`src/rtl/pps_dmem_sram_ctrl.sv`:
```
// Data-memory SRAM controller: registered strobes, RD/WR wait-state FSM.
// Optional DMEM_BWE_CHECK_EN skips stores with illegal byte-enable patterns.
module pps_dmem_sram_ctrl #(
  parameter int RD_WAIT = 1,
  parameter int WR_WAIT = 1
) (
  input  logic        clk,
  input  logic        rst_n,
  input  logic        MEM_memop_in,
  input  logic        MEM_memwr_in,
  input  logic [31:0] MEM_Addr_in,
  input  logic [3:0]  MEM_bwe_in,
  input  logic [31:0] MEM_STData_in,
  output logic [31:0] MEM_LDData_out,
  output logic        MEM_stall_out,
  output logic        MEM_err_out,
  output logic [17:0] sram_addr,
  output logic [31:0] sram_dq_o,
  input  logic [31:0] sram_dq_i,
  output logic        sram_dq_oe,
  output logic        sram_ce_n,
  output logic        sram_oe_n,
  output logic        sram_we_n,
  output logic [3:0]  sram_be_n
);

  typedef enum logic [2:0] {
    IDLE, RD, WR_SETUP, WR_PULSE, WR_HOLD, DONE
  } state_t;

  state_t      state_q, state_d;
  logic [3:0]  cnt_q, cnt_d;
  logic [17:0] addr_q, addr_d;
  logic [31:0] dq_o_q, dq_o_d;
  logic [3:0]  bwe_q, bwe_d;
  logic [31:0] ld_q, ld_d;
  logic        ce_n_q, ce_n_d;
  logic        oe_n_q, oe_n_d;
  logic        we_n_q, we_n_d;
  logic [3:0]  be_n_q, be_n_d;
  logic        dq_oe_q, dq_oe_d;
  logic        unused_addr_bits;

`ifdef DMEM_BWE_CHECK_EN
  logic err_q, err_d;
  logic bwe_legal;

  always_comb begin
    unique case (MEM_bwe_in)
      4'b1111, 4'b0011, 4'b1100,
      4'b0001, 4'b0010, 4'b0100,
      4'b1000: bwe_legal = 1'b1;
      default: bwe_legal = 1'b0;
    endcase
  end

  always_ff @(posedge clk) begin
    if (!rst_n) err_q <= 1'b0;
    else        err_q <= err_d;
  end

  assign MEM_err_out = err_q;
`else
  assign MEM_err_out = 1'b0;
`endif

  assign unused_addr_bits = ^{MEM_Addr_in[31:20], MEM_Addr_in[1:0]};

  always_comb begin
    state_d = state_q;
    cnt_d   = cnt_q;
    addr_d  = addr_q;
    dq_o_d  = dq_o_q;
    bwe_d   = bwe_q;
    ld_d    = ld_q;
`ifdef DMEM_BWE_CHECK_EN
    err_d   = 1'b0;
`endif
    unique case (state_q)
      IDLE: begin
        if (MEM_memop_in) begin
          addr_d = MEM_Addr_in[19:2];
          bwe_d  = MEM_bwe_in;
          cnt_d  = 4'd0;
          if (MEM_memwr_in) begin
            dq_o_d  = MEM_STData_in;
            state_d = WR_SETUP;
`ifdef DMEM_BWE_CHECK_EN
            if (!bwe_legal) begin
              state_d = DONE;
              err_d   = 1'b1;
            end
`endif
          end else begin
            state_d = RD;
          end
        end
      end
      RD: begin
        if (cnt_q == 4'(RD_WAIT - 1)) begin
          ld_d    = sram_dq_i;
          state_d = DONE;
        end else begin
          cnt_d = cnt_q + 4'd1;
        end
      end
      WR_SETUP: begin
        cnt_d   = 4'd0;
        state_d = WR_PULSE;
      end
      WR_PULSE: begin
        if (cnt_q == 4'(WR_WAIT - 1)) state_d = WR_HOLD;
        else                          cnt_d = cnt_q + 4'd1;
      end
      WR_HOLD: state_d = DONE;
      DONE:    state_d = IDLE;
      default: state_d = IDLE;
    endcase

    // Strobes are decoded from the next state so the pins are pure flops.
    ce_n_d  = 1'b1;
    oe_n_d  = 1'b1;
    we_n_d  = 1'b1;
    be_n_d  = 4'hf;
    dq_oe_d = 1'b0;
    unique case (state_d)
      RD: begin
        ce_n_d = 1'b0;
        oe_n_d = 1'b0;
        be_n_d = 4'h0;
      end
      WR_SETUP, WR_HOLD: begin
        ce_n_d  = 1'b0;
        be_n_d  = ~bwe_d;
        dq_oe_d = 1'b1;
      end
      WR_PULSE: begin
        ce_n_d  = 1'b0;
        be_n_d  = ~bwe_d;
        dq_oe_d = 1'b1;
        we_n_d  = (bwe_d == 4'h0);
      end
      default: ;
    endcase
  end

  always_ff @(posedge clk) begin
    if (!rst_n) begin
      state_q <= IDLE;
      cnt_q   <= 4'd0;
      addr_q  <= 18'd0;
      dq_o_q  <= 32'd0;
      bwe_q   <= 4'd0;
      ld_q    <= 32'd0;
      ce_n_q  <= 1'b1;
      oe_n_q  <= 1'b1;
      we_n_q  <= 1'b1;
      be_n_q  <= 4'hf;
      dq_oe_q <= 1'b0;
    end else begin
      state_q <= state_d;
      cnt_q   <= cnt_d;
      addr_q  <= addr_d;
      dq_o_q  <= dq_o_d;
      bwe_q   <= bwe_d;
      ld_q    <= ld_d;
      ce_n_q  <= ce_n_d;
      oe_n_q  <= oe_n_d;
      we_n_q  <= we_n_d;
      be_n_q  <= be_n_d;
      dq_oe_q <= dq_oe_d;
    end
  end

  assign MEM_stall_out  = (state_q == IDLE && MEM_memop_in) ||
                          state_q == RD || state_q == WR_SETUP ||
                          state_q == WR_PULSE || state_q == WR_HOLD;
  assign MEM_LDData_out = ld_q;
  assign sram_addr      = addr_q;
  assign sram_dq_o      = dq_o_q;
  assign sram_dq_oe     = dq_oe_q;
  assign sram_ce_n      = ce_n_q;
  assign sram_oe_n      = oe_n_q;
  assign sram_we_n      = we_n_q;
  assign sram_be_n      = be_n_q;

endmodule

```
`config.mk`:
```
export PLATFORM = sky130hd
export DESIGN_NAME = pps_dmem_sram_ctrl
export DESIGN_NICKNAME = d
export VERILOG_FILES = /design/src/rtl/pps_dmem_sram_ctrl.sv
export SDC_FILE = /design/constraint.sdc
export NUM_CORES = 1
export LEC_CHECK = 0
export ABC_CLOCK_PERIOD_IN_PS = 1440
export CAP_MARGIN = 20
export CORE_ASPECT_RATIO = 0.5
export CORE_UTILIZATION = 30
export DETAILED_ROUTE_END_ITERATION = 8
export PLACE_DENSITY = 0.65
export SLEW_MARGIN = 20
export SYNTH_ARGS = -nofsm -noshare
export SYNTH_HDL_FRONTEND = slang
export SYNTH_SLANG_ARGS = --single-unit
```
`constraint.sdc`:
```
create_clock -name clk -period 1.44 [get_ports clk]
set_clock_uncertainty 0.05 [all_clocks]
set_input_delay 0.144 -clock clk [delete_from_list [all_inputs] [get_ports clk]]
set_output_delay 0.144 -clock clk [all_outputs]
set_load 0.01 [all_outputs]
```
Yosys cells after proc, flatten, opt, wreduce, memory -nomap -nowiden. Cells that the tools add are included.

Input port bits: 104. Register bits after elaboration: 101. Output and inout port bits: 92. Logic and storage cells: 54.

Add/sub/neg operators: 1. Reductions and logical operators: 17. Bitwise operators: 1. Mux-type cells: 14. Equal/unequal tests: 10.

Operator list (count): $mux 4 (4); $pmux 3 s5 (1); $eq 3x2->1 const B (4); $pmux 4 s3 (1); $mux 3 (3); $logic_not 4->1 (2); $pmux 4 s2 (1); $eq 3x1->1 const B (2); $eq 3x3->1 const B (2); $reduce_and 2->1 (3); $reduce_and 3->1 (2); $add 4x1->4 const B (1); $logic_or 1x1->1 (4); $ne 2x2->1 const B (2); $not 4->4 (1); $reduce_or 4->1 (1); $logic_not 3->1 (1); $mux 1 (3); $reduce_bool 3->1 (1); $reduce_or 3->1 (1); $mux 2 (1); $reduce_or 2->1 (1); $logic_and 1x1->1 (1).

Logic depth before layout (Yosys ltp). Gate-level depths: netlist of run 1.

Word-level depth: 6. Mapped depth: 8.

Worst setup path after synthesis of run 1. No wires, ideal clock.

Kind: register to register. From: register cnt_q[0]. To: register ld_q[10], in the netlist MEM_LDData_out[10]. Path buffers: 2. Cell stages (with the launch flop): 9. Data arrival time: 1412 ps. Setup time: 122 ps. Path slack: -145 ps. Cell sequence: dfxtp_1 inv_1 ha_1 nand4bb_1 or3_1 clkbuf_1 buf_2 nand2_1 a21boi_0.

Word-level cells in the longest chain between the ends: 2.

Ends and longest elaborated chain: from (decl) (line 32) `logic [3:0] cnt_q, cnt_d;`; from (signal assigned) (line 162) `cnt_q <= cnt_d;`; $logic_not 4->1 (line 100) `if (cnt_q == 4'(RD_WAIT - 1)) begin`; $reduce_and 2->1 (no line); to (signal assigned) (line 166) `ld_q <= ld_d;`; to (decl) (line 36) `logic [31:0] ld_q, ld_d;`.

No other way between the ends. A chain may end at the register's enable or synchronous reset.

Worst setup path after layout of run 1.
From: register state_q[1]. To: register dq_o_q[1], in the netlist sram_dq_o[1].

Word-level cells in the longest chain between the ends: 2.

Ends and longest elaborated chain: from (decl) (line 31) `state_t state_q, state_d;`; from (signal assigned) (line 161) `state_q <= state_d;`; $logic_not 3->1 (line 79) `unique case (state_q)`; $reduce_and 3->1 (no line); to (signal assigned) (line 164) `dq_o_q <= dq_o_d;`; to (decl) (line 34) `logic [31:0] dq_o_q, dq_o_d;`.

No other way between the ends.

==> qor.csv, run 1 <==
metric;value;unit
overflow;0;
place_inst;785;
dp_slack;-0.276;ns
rsz0062_at_grt;yes;
postLayoutCoreUtil;57.0;%
rows;28;
synth_top_flop_cell;dfxtp_1;
cap_viol_max_count;0;
leakagePower;3.55;nW
holdPathStages;3;
worstSetupStartpointType;flip-flop;
drc;0;
syn_area_per_cell;8.72;um2
hp-start;rst_n;
violations;setup timing;
drive_gt1_share;18.8;%
start_util;31.8;%
cts_sinks;101;
vias_per_cell;4.49;
run_status;complete, but fails checks;
crit_path_end_kind;flip-flop;
h-tree-depth;3;
portBuffers;180;
finalHoldViolations;0;
syn_to_final_growth;79.5;%
cts-root-buf;clkbuf_16;
synth_edf_count;0;
syn_inst;444;
vias;3653;
final_area;6950;um2
p_int;7.29;mW
finalCritPeriodShare;109;%
grt_max_degree;44;
wire_per_inst;14.6;um
max_freq;639;MHz
grt_pass1_wl;16400;um
gp_congestion;0.764;
hold_buffers;0;
ys_seq_area_share;52.2;%
stdcell_count;813;
p_clk_share;22.8;%
yosysWarnings;0;
crit_arrival;1.79;ns
nNetsFinal;750;
yosysMostFrequentCell;nand2_1;
ant_nets;0;
syn-num-nets;550;
holdCritPathClass;input pin to flip-flop;
drv_slew;0;
r2r_start;state_q[1];
clockBufferDepth;2;
async_flop_share;0;%
ios;196;
cts_buffers;9;
critPathMaxFanout;8;
ys_seq_elements;101;
die_h;82.3;um
r2r-end;sram_dq_o[1];
setup_viol_count_final;90;
multiInputGateArea;2000;um2
power.density;1570;nW/um2
p_total;10.9;mW
yosys.area.top_type_share;52.2;%
timing.final.ws_setup;-0.126;ns
core_area;12200;um2
vdd_drop_max;805;uV
rr_worst_depth;6;
switchingPower;3.63;mW
power_frac_comb;43.3;%
seq_power_share;33.8;%
track_usage;15.6;%
regArea;2030;um2
die_x;163;um
synth_top_cell_by_area;dfxtp_1;
antenna_found_initial;0;
fill_cells;1103;
synthesis.area;3870;um2
placed_cell_area;6000;um2
wl;11900;um
netSwitchingFraction;33.2;%
setup-tns-final;-5.15;ns
cts_tree;done;
yosys-top-cells-count;nand2_1 (170), dfxtp_1 (101), a21boi_0 (46), a21boi_1 (37), clkbuf_1 (13);
drtIter0Drc;167;
clkLatencyLatePin;0.34;ns
dpl.hpwl;7440;um
drt_first_pass_iters;4;
period_needed;1.57;ns
crit_type;flip-flop to flip-flop;
n_antenna_cell;0;
ys_top_cells_by_area;dfxtp_1 (52%), nand2_1 (16%), a21boi_0 (8.9%), a21boi_1 (7.2%), buf_6 (1.5%);
grt_pass1_vias;3305;
hold_end;state_q[0];
path_clk_slew;0.07;ns
synth_cell_type_count;34;
required;1.66;ns
holdWs;0.114;ns
rrSetupSlack;-0.13;ns
dieArea;13400;um2
==> power by group through the flow <==
stage / Clock (mW) / Combinational, mW / Sequential (mW)
after floorplan: 0 / 1.78 / 3.98
after global placement: 0 / 4.07 / 3.73
after detailed placement: 0 / 4.10 / 3.74
after CTS: 2.55 / 4.29 / 3.69
after global routing: 2.67 / 5.13 / 3.76
final: 2.49 / 4.73 / 3.70
==> how the worst max path moves through the flow <==
stage                       from                 end  cells past startpoint
detailed placement  MEM_memop_in        sram_be_n[0]                      5
CTS                     cnt_q[0]  MEM_LDData_out[24]                      8
floorplan               cnt_q[0]  MEM_LDData_out[10]                      8
global placement    MEM_memop_in            cnt_q[0]                      6
finish                state_q[1]        sram_dq_o[1]                      6
global route            cnt_q[0]   MEM_LDData_out[0]                      8
==> cell usage in the layout (no fill, tap or decap), drive strengths merged <==
cell | Yosys | layout
a21boi | 83 | 83
clkinv | 0 | 2
nand3 | 3 | 3
clkbuf | 13 | 16
bufinv | 0 | 1
dlymetal6s2s | 0 | 52
a21o | 1 | 1
mux2i | 5 | 5
nand4 | 1 | 1
o21ai | 3 | 3
xnor2 | 3 | 3
or4 | 1 | 1
and4bb | 1 | 1
nor4b | 2 | 2
and2 | 2 | 2
o21a | 4 | 4
nor4 | 2 | 2
nand3b | 2 | 2
or2 | 1 | 1
buf | 18 | 37
nor2b | 4 | 4
or3 | 1 | 1
clkinvlp | 0 | 1
nand2 | 170 | 170
ha | 2 | 2
a21oi | 4 | 4
nor2 | 5 | 5
conb | 1 | 1
dlygate4sd2 | 0 | 15
dfxtp | 101 | 101
inv | 4 | 4
nand4bb | 1 | 1
nand2b | 2 | 2
nor3 | 4 | 4
clkdlybuf4s50 | 0 | 111
==> routing by layer <==
| layer | up-vias | wire length, um | track usage [%] |
|---|---|---|---|
| li1 | 1840 | - | - |
| met4 | 0 | 120 | 4.11 |
| met2 | 72 | 6050 | 27.5 |
| met3 | 9 | 461 | 4.20 |
| met5 | - | 0 | 0 |
| met1 | 1732 | 5220 | 19.0 |
==> layout make-up <==
cell class	count	area share (%)
Clock buffer	11	3.64
Timing Repair Buffer	220	34.5
Clock inverter	4	0.684
Multi-Input combinational cell	308	28.8
Inverter	4	0.216
Sequential cell	101	29.2
Tap cell	165	2.97
==> worst max-delay path, cell delays in order (launching register included) <==
cell and delay, ns:
dfxtp_2 0.33, buf_6 0.12, nor4b_4 0.33, and2_4 0.28, clkbuf_16 0.20, nand2_2 0.05
a21boi_1 0.12
==> state kept, by name, indices dropped and copies added, names as in the netlist <==
| signal | count |
|---|---|
| MEM_LDData_out | 32 |
| sram_dq_o | 32 |
| sram_addr | 18 |
| bwe_q | 4 |
| cnt_q | 4 |
| sram_be_n | 4 |
| state_q | 3 |
| sram_ce_n | 1 |
| sram_dq_oe | 1 |
| sram_oe_n | 1 |
| sram_we_n | 1 |
==> repair_timing <==
item / in CTS / in global routing
hold endpoints to repair: 0 / 0
gates cloned: 0 / 7
buffers inserted: 4 / 2
endpoints found under the setup margin: 105 / 152
pin swaps: 6 / 48
resized for setup: 64 / 134
==> logic make-up after synthesis <==
| family | share of synthesized area, % |
|---|---|
| xor+xnor | 0.679 |
| fa+ha+maj | 0.646 |
| flops | 52.2 |
| mux | 1.29 |
| compound gates | 18.0 |
| simple gates | 22.1 |
| buf+inv | 4.98 |
| other cells | 0.0968 |
No activity file was read; power rests on OpenSTA's default activity.
==> run 2, diff against run 1 <==
Settings changed: SLEW_MARGIN 20 to not set, TNS_END_PERCENT set to 5.
==> qor.csv, run 2 (synthesis results as in run 1) <==
metric;value;unit;change
run_status;complete, but fails checks;;
violations;setup timing;;
cts_buffers;9;;unchanged
placed_cell_area;5990;um2;-0.13%
drive_gt1_share;11.9;%;-6.9 points
required;1.66;ns;about the same
nNetsFinal;746;;-0.53%
cts-root-buf;clkbuf_16;;
crit_path_end_kind;flip-flop;;
portBuffers;180;;unchanged
clkLatencyLatePin;0.34;ns;about the same
cts_sinks;101;;unchanged
wl_met1;5170;um;-1.0%
setup_viol_count_final;86;;-4.4%
rows;28;;unchanged
seq_power_share;35.2;%;+1.4 points
grt_max_degree;45;;+2.3%
grt_pass1_wl;16500;um;+0.63%
power_frac_comb;42.6;%;-0.7 points
crit_type;flip-flop to flip-flop;;
track_usage;15.6;%;+0.076 points
critPathMaxFanout;8;;unchanged
multiInputGateArea;1730;um2;-13%
rrSetupSlack;-0.16;ns;-0.03 ns
holdCritPathClass;input pin to flip-flop;;
path_clk_slew;0.07;ns;about the same
cts_tree;done;;
antenna_found_initial;0;;unchanged
gp_congestion;0.813;;+6.4%
holdWs;0.133;ns;+0.0188 ns
n_antenna_cell;0;;unchanged
power.density;1600;nW/um2;+1.9%
rsz0062_at_grt;yes;;
vdd_drop_max;700;uV;-13%
drt_first_pass_iters;4;;unchanged
route.met3.wl;503;um;+9.1%
finalCritPeriodShare;111;%;+2.2 points
worstSetupStartpointType;flip-flop;;
drc;0;;unchanged
dpl.hpwl;7500;um;+0.80%
leakagePower;3.30;nW;-7.0%
setup-tns-final;-6.00;ns;-0.856 ns
fill_cells;1126;;+2.1%
wl;11000;um;-7.1%
overflow;0;;unchanged
p_clk_share;22.2;%;-0.6 points
dp_slack;-0.282;ns;-0.00565 ns
regArea;2030;um2;about the same
dieArea;13400;um2;unchanged
vias_per_cell;4.43;;-1.4%
final_area;6530;um2;-6.1%
h-tree-depth;3;;unchanged
drtIter0Drc;201;;+20%
p_total;10.5;mW;-4.3%
wire_per_inst;13.6;um;-6.8%
top_layer;met4;;
final_cell_mix;nand2_1 (168), clkdlybuf4s50_1 (106), dfxtp_1 (97), a21boi_1 (62), dlymetal6s2s_1 (48);;
finalHoldViolations;0;;unchanged
die_x;163;um;unchanged
ant_nets;0;;unchanged
drv_slew;0;;unchanged
timing.final.ws_setup;-0.157;ns;-0.0313 ns
die_h;82.3;um;unchanged
cap_viol_max_count;0;;unchanged
ios;196;;unchanged
start_util;31.8;%;unchanged
place_inst;788;;+0.38%
netSwitchingFraction;33.8;%;+0.62 points
clockBufferDepth;2;;unchanged
core_area;12200;um2;unchanged
p_int;6.92;mW;-5.2%
crit_arrival;1.82;ns;+0.03 ns
period_needed;1.60;ns;+0.0313 ns
syn_to_final_growth;68.5;%;
stdcell_count;810;;-0.37%
grt_pass1_vias;3326;;+0.64%
vias;3590;;-1.7%
layout_commonest_cell;nand2_1;;
max_freq;626;MHz;-2.0%
postLayoutCoreUtil;53.5;%;-3.5 points
switchingPower;3.54;mW;-2.5%
wl_met2;5230;um;-14%
==> run 2: cell type report <==
| type | instances | share of cell area, % |
|---|---|---|
| timing repair buffer | 216 | 34.7 |
| multi-input combinational | 308 | 26.5 |
| clock buffer | 9 | 3.45 |
| tap | 165 | 3.16 |
| sequential | 101 | 31.1 |
| clock inverter | 7 | 0.863 |
| inverter | 4 | 0.230 |
==> run 2: final timing paths <==
kind | to | cells after the start | from
setup / recovery | MEM_LDData_out[31] | 9 | cnt_q[1]
hold / removal | sram_oe_n | 2 | rst_n
setup reg to reg | MEM_LDData_out[31] | 9 | cnt_q[1]
hold reg to reg | MEM_LDData_out[8] | 2 | MEM_LDData_out[8]
==> run 2: critical path, stage by stage, from the launching register on <==
cell and delay [ns]:
dfxtp_2 0.32, inv_2 0.06, ha_4 0.13, nand4bb_1 0.13
buf_4 0.17, nor3_4 0.20, buf_6 0.15, clkbuf_16 0.15
nand2_1 0.06, a21boi_1 0.12
==> run 2: per-layer routing <==
layer	global-route usage [%]	vias to the layer above
met5	0	-
li1	-	1832
met1	20.2	1669
met4	4.67	0
met3	4.05	11
met2	25.9	78
==> run 2: power by group through the flow <==
stage / registers (mW) / logic (mW) / clock network, mW
floorplan: 3.97 / 1.73 / 0
global placement: 3.73 / 4.05 / 0
detailed placement: 3.74 / 4.08 / 0
CTS: 3.69 / 4.11 / 2.40
global route: 3.76 / 4.81 / 2.53
finish: 3.68 / 4.45 / 2.32
==> run 2: timing repair <==
item                       in CTS  in global routing
hold buffers                    0                  0
setup endpoints to repair     122                149
cloned                          0                  3
setup buffers                   0                  3
pin swaps                       5                  4
gates resized for setup        59                 66
hold endpoints to repair        0                  0
